[src/rtl/hazard_pkg.sv]
// Shared encodings and helpers for the hazard controller.
package hazard_pkg;

  localparam logic [1:0] FWD_RF  = 2'b00;
  localparam logic [1:0] FWD_WB  = 2'b01;
  localparam logic [1:0] FWD_MEM = 2'b10;
  localparam logic [4:0] REG_X0  = 5'd0;

  // Forwarding select for one ALU source. M is checked first so the youngest
  // producer wins when M and W both hold the same destination register.
  function automatic logic [1:0] fwd_sel(
    input logic [4:0] rs,
    input logic [4:0] rdm,
    input logic [4:0] rdw,
    input logic       regwritem,
    input logic       regwritew
  );
    logic [1:0] sel;
    sel = FWD_RF;
    if ((rs != REG_X0) && (rs == rdm) && regwritem) begin
      sel = FWD_MEM;
    end else if ((rs != REG_X0) && (rs == rdw) && regwritew) begin
      sel = FWD_WB;
    end
    return sel;
  endfunction

endpackage

[src/rtl/hz_sat_counter.sv]
// Saturating up-counter with synchronous clear; holds at all-ones.
module hz_sat_counter #(
  parameter int W = 32
) (
  input  logic         clk,
  input  logic         reset,
  input  logic         inc,
  input  logic         clr,
  output logic [W-1:0] count
);

  logic [W-1:0] count_q;
  logic [W-1:0] count_d;

  // Next count: clear wins, otherwise step unless already saturated.
  always_comb begin
    count_d = count_q;
    if (clr) begin
      count_d = '0;
    end else if (inc && (count_q != {W{1'b1}})) begin
      count_d = count_q + W'(1);
    end
  end

  // Count register with synchronous reset.
  always_ff @(posedge clk) begin
    if (reset) begin
      count_q <= '0;
    end else begin
      count_q <= count_d;
    end
  end

  assign count = count_q;

endmodule

[src/rtl/hazard_ctrl.sv]
// Hazard unit: load-use and memory-wait stalls, branch flushes, operand
// forwarding from a private E/M/W register-address pipeline, plus a sticky
// memory timeout flag and saturating stall/flush counters.
module hazard_ctrl
  import hazard_pkg::*;
#(
  parameter int CNT_W       = 32,
  parameter int MEM_TIMEOUT = 64
) (
  input  logic             clk,
  input  logic             reset,
  input  logic [4:0]       rs1d,
  input  logic [4:0]       rs2d,
  input  logic [4:0]       rdd,
  input  logic             resultsrce0,
  input  logic             regwritem,
  input  logic             regwritew,
  input  logic             pcsrce,
  input  logic             dmem_req_m,
  input  logic             dmem_ready,
  output logic [1:0]       forwardae,
  output logic [1:0]       forwardbe,
  output logic             stallf,
  output logic             stalld,
  output logic             stallemw,
  output logic             flushd,
  output logic             flushe,
  output logic             mem_timeout,
  output logic [CNT_W-1:0] stall_cnt,
  output logic [CNT_W-1:0] flush_cnt
);

  localparam int WAIT_W = $clog2(MEM_TIMEOUT + 1);
  localparam logic [WAIT_W-1:0] WAIT_LAST = WAIT_W'(MEM_TIMEOUT - 1);

  logic [4:0] rs1e_q, rs1e_d;
  logic [4:0] rs2e_q, rs2e_d;
  logic [4:0] rde_q,  rde_d;
  logic [4:0] rdm_q,  rdm_d;
  logic [4:0] rdw_q,  rdw_d;
  logic       mem_timeout_q, mem_timeout_d;

  logic              memstall;
  logic              lwstall;
  logic [WAIT_W-1:0] wait_cnt;

  // Hazard detection is masked during reset so every output reads idle.
  always_comb begin
    memstall = dmem_req_m & ~dmem_ready & ~reset;
    lwstall  = resultsrce0 & (rde_q != REG_X0) &
               ((rde_q == rs1d) | (rde_q == rs2d)) & ~reset;
  end

  // Stall/flush outputs; an outstanding memory access freezes everything,
  // so it also suppresses flushes that would otherwise drop live state.
  always_comb begin
    stallf   = lwstall | memstall;
    stalld   = lwstall | memstall;
    stallemw = memstall;
    flushd   = pcsrce & ~memstall;
    flushe   = (lwstall | pcsrce) & ~memstall;
  end

  // Operand forwarding from the shadow M/W destinations.
  always_comb begin
    forwardae = fwd_sel(rs1e_q, rdm_q, rdw_q, regwritem, regwritew);
    forwardbe = fwd_sel(rs2e_q, rdm_q, rdw_q, regwritem, regwritew);
  end

  // Shadow pipeline next state: hold on memory wait, bubble E on flush.
  always_comb begin
    rs1e_d = rs1e_q;
    rs2e_d = rs2e_q;
    rde_d  = rde_q;
    rdm_d  = rdm_q;
    rdw_d  = rdw_q;
    if (!memstall) begin
      if (flushe) begin
        rs1e_d = REG_X0;
        rs2e_d = REG_X0;
        rde_d  = REG_X0;
      end else begin
        rs1e_d = rs1d;
        rs2e_d = rs2d;
        rde_d  = rdd;
      end
      rdm_d = rde_q;
      rdw_d = rdm_q;
    end
  end

  // Shadow pipeline registers.
  always_ff @(posedge clk) begin
    if (reset) begin
      rs1e_q <= REG_X0;
      rs2e_q <= REG_X0;
      rde_q  <= REG_X0;
      rdm_q  <= REG_X0;
      rdw_q  <= REG_X0;
    end else begin
      rs1e_q <= rs1e_d;
      rs2e_q <= rs2e_d;
      rde_q  <= rde_d;
      rdm_q  <= rdm_d;
      rdw_q  <= rdw_d;
    end
  end

  // Timeout sets on the edge that completes the MEM_TIMEOUT-th waiting cycle.
  always_comb begin
    mem_timeout_d = mem_timeout_q;
    if (memstall && (wait_cnt >= WAIT_LAST)) begin
      mem_timeout_d = 1'b1;
    end
  end

  // Sticky timeout flag, cleared only by reset.
  always_ff @(posedge clk) begin
    if (reset) begin
      mem_timeout_q <= 1'b0;
    end else begin
      mem_timeout_q <= mem_timeout_d;
    end
  end

  assign mem_timeout = mem_timeout_q;

  hz_sat_counter #(.W(WAIT_W)) u_wait_cnt (
    .clk   (clk),
    .reset (reset),
    .inc   (memstall),
    .clr   (~memstall),
    .count (wait_cnt)
  );

  hz_sat_counter #(.W(CNT_W)) u_stall_cnt (
    .clk   (clk),
    .reset (reset),
    .inc   (stallf),
    .clr   (1'b0),
    .count (stall_cnt)
  );

  hz_sat_counter #(.W(CNT_W)) u_flush_cnt (
    .clk   (clk),
    .reset (reset),
    .inc   (flushd),
    .clr   (1'b0),
    .count (flush_cnt)
  );

endmodule

[config.mk]
export PLATFORM = sky130hd
export DESIGN_NAME = hazard_ctrl
export DESIGN_NICKNAME = d
export VERILOG_FILES = /design/src/rtl/hazard_pkg.sv /design/src/rtl/hz_sat_counter.sv /design/src/rtl/hazard_ctrl.sv
export SDC_FILE = /design/constraint.sdc
export NUM_CORES = 1
export LEC_CHECK = 0
export CORE_MARGIN = 4
export CORE_UTILIZATION = 50
export CTS_BUF_LIST = sky130_fd_sc_hd__clkbuf_16
export DETAILED_ROUTE_END_ITERATION = 16
export GPL_TIMING_DRIVEN = 0
export PLACE_DENSITY = 0.89
export REMOVE_ABC_BUFFERS = 1
export SLEW_MARGIN = 15
export SYNTH_ARGS = -nofsm -noshare
export SYNTH_HDL_FRONTEND = slang
export SYNTH_SLANG_ARGS = --single-unit
[constraint.sdc]
create_clock -name clk -period 3.2 [get_ports clk]
set_input_delay 0.96 -clock clk [delete_from_list [all_inputs] [get_ports clk]]
set_output_delay 0.96 -clock clk [all_outputs]
set_load 0.01 [all_outputs]
==> qor.txt <==
FLOORPLAN
--------------------------------------------------------------------------------------------------------
Placeable core region                                                                         9284 sq um
Top-Level Pins                                                                                        97
Die footprint                                                                               11,190 sq um
Effective utilization at floorplan                                                                51.48%
Number of placement rows                                                                              35
Die extent in y                                                                                 105.8 um
Width of the die                                                                                105.8 um

GLOBAL ROUTING
--------------------------------------------------------------------------------------------------------
Gr ovfl total                                                                                          0
Number of global-route vias before repair                                                          4,686
Number of antenna violations at the first check in global routing                                      1
Aggregate global-route resource usage                                                             24.55%
Global-route wire length before repair                                                          22.67 mm
Largest net degree at the start of global routing                                                     79

DETAILED ROUTING
--------------------------------------------------------------------------------------------------------
Count of antenna-violating nets left after detailed routing                                            0
Total DRC errors in the routed layout                                                                  0
Pre-Repair DR Iteration Count                                                                          7
Routed wire length per instance                                                                 17.59 um
Total wirelength of the detailed-routed design                                                  13.98 mm
Total via count after detailed routing                                                             4,773
Detailed Route Iter0 Violations                                                                      274
Vias per Instance                                                                                  6.004

CELLS AND AREA
--------------------------------------------------------------------------------------------------------
Layout overhead on the synthesized area                                                           32.38%
Layout cell share with drive strength beyond 1                                                    10.68%
Count of placed standard cells in the final layout, fillers left out                                 795
Net total in the final layout                                                                        686
Fillers                                                                                              740
Utilization after layout                                                                          68.15%
Post-route cell area                                                                          6327 sq um

SETUP PATH
--------------------------------------------------------------------------------------------------------
Critical path class                                                                            in -> out
Setup crit start kind                                                                       primary input
Worst-path fanout max                                                                                  3
Maximum cell stage delay along the critical path                                                 0.47 ns
Worst endpoint data arrival time                                                                 2.19 ns
Family with the most delay on the worst path                                                buffers and inverters
FF-to-FF End                                                                                u_stall_cnt.count[6]$_SDFFE_PP0P_
CP Cell Sequence                                                                            dlygate4sd2_1 > or3b_4 > buf_12 > nand2_8 > o31ai_4 > buf_2
Crit path required time                                                                          2.24 ns
Crit path capture type                                                                       output port
Register-to-register path setup slack                                                            0.47 ns
Logic depth of the worst register-to-register path                                                     6
Worst r2r src                                                                               rde_q[0]$_SDFFE_PP0N_
Cell with the largest stage delay on the worst path                                         sky130_fd_sc_hd__or3b_4
Critical path buffers and inverters                                                                    3

TIMING
--------------------------------------------------------------------------------------------------------
Layout Skew                                                                                   0.01327 ns
Period utilisation layout                                                                         98.47%
Transition time at the pin with the least slew margin                                           1.140 ns
Final setup vio count                                                                                  0
Normalized max-slew margin                                                                        23.99%
Slew Viols, Final                                                                                      0
Final hold vios                                                                                        0
Sum of negative setup slack                                                                         0 ns
Upper clock frequency limit                                                                    317.4 MHz
Hold slack final                                                                               0.4989 ns
Unrepaired setup endpoints after global routing                                                       no
Shortest period the worst path allows                                                           3.151 ns

MIN PATH
--------------------------------------------------------------------------------------------------------
Endpoint with the worst hold slack                                                          u_stall_cnt.count[18]$_SDFFE_PP0P_
Tightest Hold Check Type                                                                      reg -> reg
Startpoint of the lowest-slack hold path                                                    u_stall_cnt.count[18]$_SDFFE_PP0P_
Worst hold path stage count                                                                            2

PWR
--------------------------------------------------------------------------------------------------------
Comb pwr share                                                                                      9.0%
Leakage component of the power                                                                  2.107 nW
Flop pwr share                                                                                     50.6%
Power density over cell area                                                                389.6 nW/um^2
Proportion of power drawn by the clock network                                                     40.4%
Share of total power consumed by net switching                                                    25.00%
Highest ir drop seen on vdd                                                                  0.0002558 V
Internal power contribution                                                                   0.001849 W
Psw                                                                                          0.0006162 W

CLOCK NETWORK
--------------------------------------------------------------------------------------------------------
CTS tree                                                                                            done
Number of buffers inserted by hold repair at cts                                                       0
Number of CTS-inserted buffers                                                                         9
H-tree levels                                                                                          3
Post-CTS clock slew at the launch and capture registers of the worst setup and hold paths        0.06 ns
Longest Clk Path Bufs                                                                                  2
Num Clock Sinks                                                                                       97
Clock tree root driver cell                                                                 sky130_fd_sc_hd__clkbuf_16
Clock Latency Late Sink                                                                          0.34 ns

RUN
--------------------------------------------------------------------------------------------------------
Maximum capacitance violations                                                                         0

STATUS
--------------------------------------------------------------------------------------------------------
Outcome                                                                                     finished, final reports clean

SYNTHESIS
--------------------------------------------------------------------------------------------------------
Cell variety after synth                                                                              55
Total of warnings raised by yosys                                                                      0
Post-synthesis area per instance                                                             8.566 sq um
Share of cell area taken by muxes after synthesis                                                 1.335%
Xor and xnor fraction of the mapped netlist area                                                  9.895%
Gate count after technology mapping                                                                  558
Proportion of register bits with asynchronous set or reset after synthesis                            0%
Combinational family with the most area after synthesis                                     simple AND/OR/NAND/NOR gates
Commonest register cell after synthesis                                                     sky130_fd_sc_hd__dfxtp_1
Synth Area in Compound Gates                                                                      16.36%
Synthesized-area fraction occupied by and/or/nand/nor cells                                       28.01%
Adder-Cell Fraction of Synth Area                                                                0.7853%
Post-synthesis sequential element count                                                               97
Portion of the post-synthesis area used by sequential elements                                    40.63%
Netlist Area Pre-Place                                                                        4780 sq um
Number of synthesized flops with an enable pin                                                         0

PLACE
--------------------------------------------------------------------------------------------------------
HPWL Detailed                                                                                   8.811 mm
DP Area                                                                                       5806 sq um
Number of placed instances with taps included                                                        761
Final Wtd Congestion                                                                              0.8523
Port-buffer cells                                                                                     96

cell usage after synthesis, drive strengths merged, types with 2 or more instances:
library cell,number,area (sq um)
o311ai,2,17.52
mux2,3,33.78
a22o,15,131.4
and4,8,70.07
buf,11,62.55
o31ai,16,120.1
xnor2,34,297.8
ha,3,37.54
and2,2,12.51
nand4,31,209.0
or4,20,155.1
a21oi,46,241.5
xor2,20,175.2
nor3,5,30.03
dfxtp,97,1942
a2111oi,2,42.54
clkbuf,12,45.04
a31oi,2,18.77
or3b,2,17.52
a211oi,2,27.53
o21ai,21,105.1
nand3,31,155.2
and3,11,68.82
inv,8,30.03
nor2b,4,25.02
or3,18,113.9
mux2i,3,30.03
nor4,7,43.79
nand2b,3,18.77
nand2,57,214.0
o211ai,2,20.02
nor2,51,191.4
worst max path at each step:
stage | slack (ns) | cells after the start | startpoint | to
after floorplan | -0.16 | 4 | dmem_req_m | stalld
after global placement | -3.80 | 7 | reset | stalld
after detailed placement | -1.94 | 6 | reset | stalld
after CTS | -0.07 | 7 | reset | stalld
after global routing | 0.01 | 4 | regwritem | forwardae[1]
final | 0.05 | 6 | dmem_ready | flushe
layout by cell type (no fill, tap or decap), types with 15 or more instances in the layout:
master	count
sky130_fd_sc_hd__dfxtp_1	97
sky130_fd_sc_hd__clkdlybuf4s50_1	74
sky130_fd_sc_hd__nand2_1	56
sky130_fd_sc_hd__nor2_1	50
sky130_fd_sc_hd__a21oi_1	45
sky130_fd_sc_hd__xnor2_1	33
sky130_fd_sc_hd__nand4_1	30
sky130_fd_sc_hd__nand3_1	30
sky130_fd_sc_hd__o21ai_0	21
sky130_fd_sc_hd__xor2_1	20
sky130_fd_sc_hd__or4_1	18
sky130_fd_sc_hd__or3_1	17
sky130_fd_sc_hd__a22o_1	15
sky130_fd_sc_hd__o31ai_1	15
sequential cells by signal, indices dropped and copies added, names as in the netlist:
name,cells
u_flush_cnt.count,32
u_stall_cnt.count,32
u_wait_cnt.count,7
rde_q,5
rdm_q,5
rdw_q,5
rs1e_q,5
rs2e_q,5
mem_timeout,1
per-layer routing:
layer	vias to the layer above	wire (um)	global-route usage, %
li1	2260	-	-
met1	2294	5776	29.80
met2	196	6989	42.35
met3	23	957	5.205
met4	0	260	9.621
met5	-	0	0
stage by stage:
stage,setup slack [ns],power [W]
after detailed placement,-1.935,0.001456
final,0.04912,0.002465
after global routing,0.01189,0.002550
after CTS,-0.06515,0.002452
after global placement,-3.799,0.001454
after floorplan,-0.1569,0.001361
power by group through the flow:
stage	Sequential (W)	Clock, W	Combinational, W
floorplan	0.00127	0	0.0000924
global placement	0.00127	0	0.000180
detailed placement	0.00127	0	0.000181
CTS	0.00125	0.00100	0.000203
global route	0.00125	0.00106	0.000238
finish	0.00125	0.000995	0.000222
layout make-up:
type                    count  area (sq um)  area share, %
flip-flops and latches     97          1942          30.69
repair inverters            1         8.758         0.1384
diodes                      1         2.502        0.03955
well taps                 129         161.4          2.551
multi-input cells         431          2800          44.26
inverters                   9         52.55         0.8305
clock buffers               9         225.2          3.559
repair buffers            111          1086          17.16
clock inverters             7         48.80         0.7712
cell families after synthesis:
logic type	Yosys count
xor+xnor	54
compound gates	114
mux	6
simple gates	252
flops	97
fa+ha+maj	3
buf+inv	32
worst reg2reg max path, cell delays in order, from the launching register on:
cell and delay (ns):
sky130_fd_sc_hd__dfxtp_1 0.38, sky130_fd_sc_hd__or4_1 0.60, sky130_fd_sc_hd__o211ai_4 0.26, sky130_fd_sc_hd__inv_2 0.16, sky130_fd_sc_hd__a21oi_2 0.88, sky130_fd_sc_hd__o31ai_1 0.21
sky130_fd_sc_hd__a21oi_1 0.17
timing repair:
item                       4_1_cts  5_1_grt
setup endpoints to repair       40        5
buffers inserted                11        2
pin swaps                        9        6
resized for setup               50       17
gates cloned                     3        1
No activity file was read; power rests on OpenSTA's default activity.
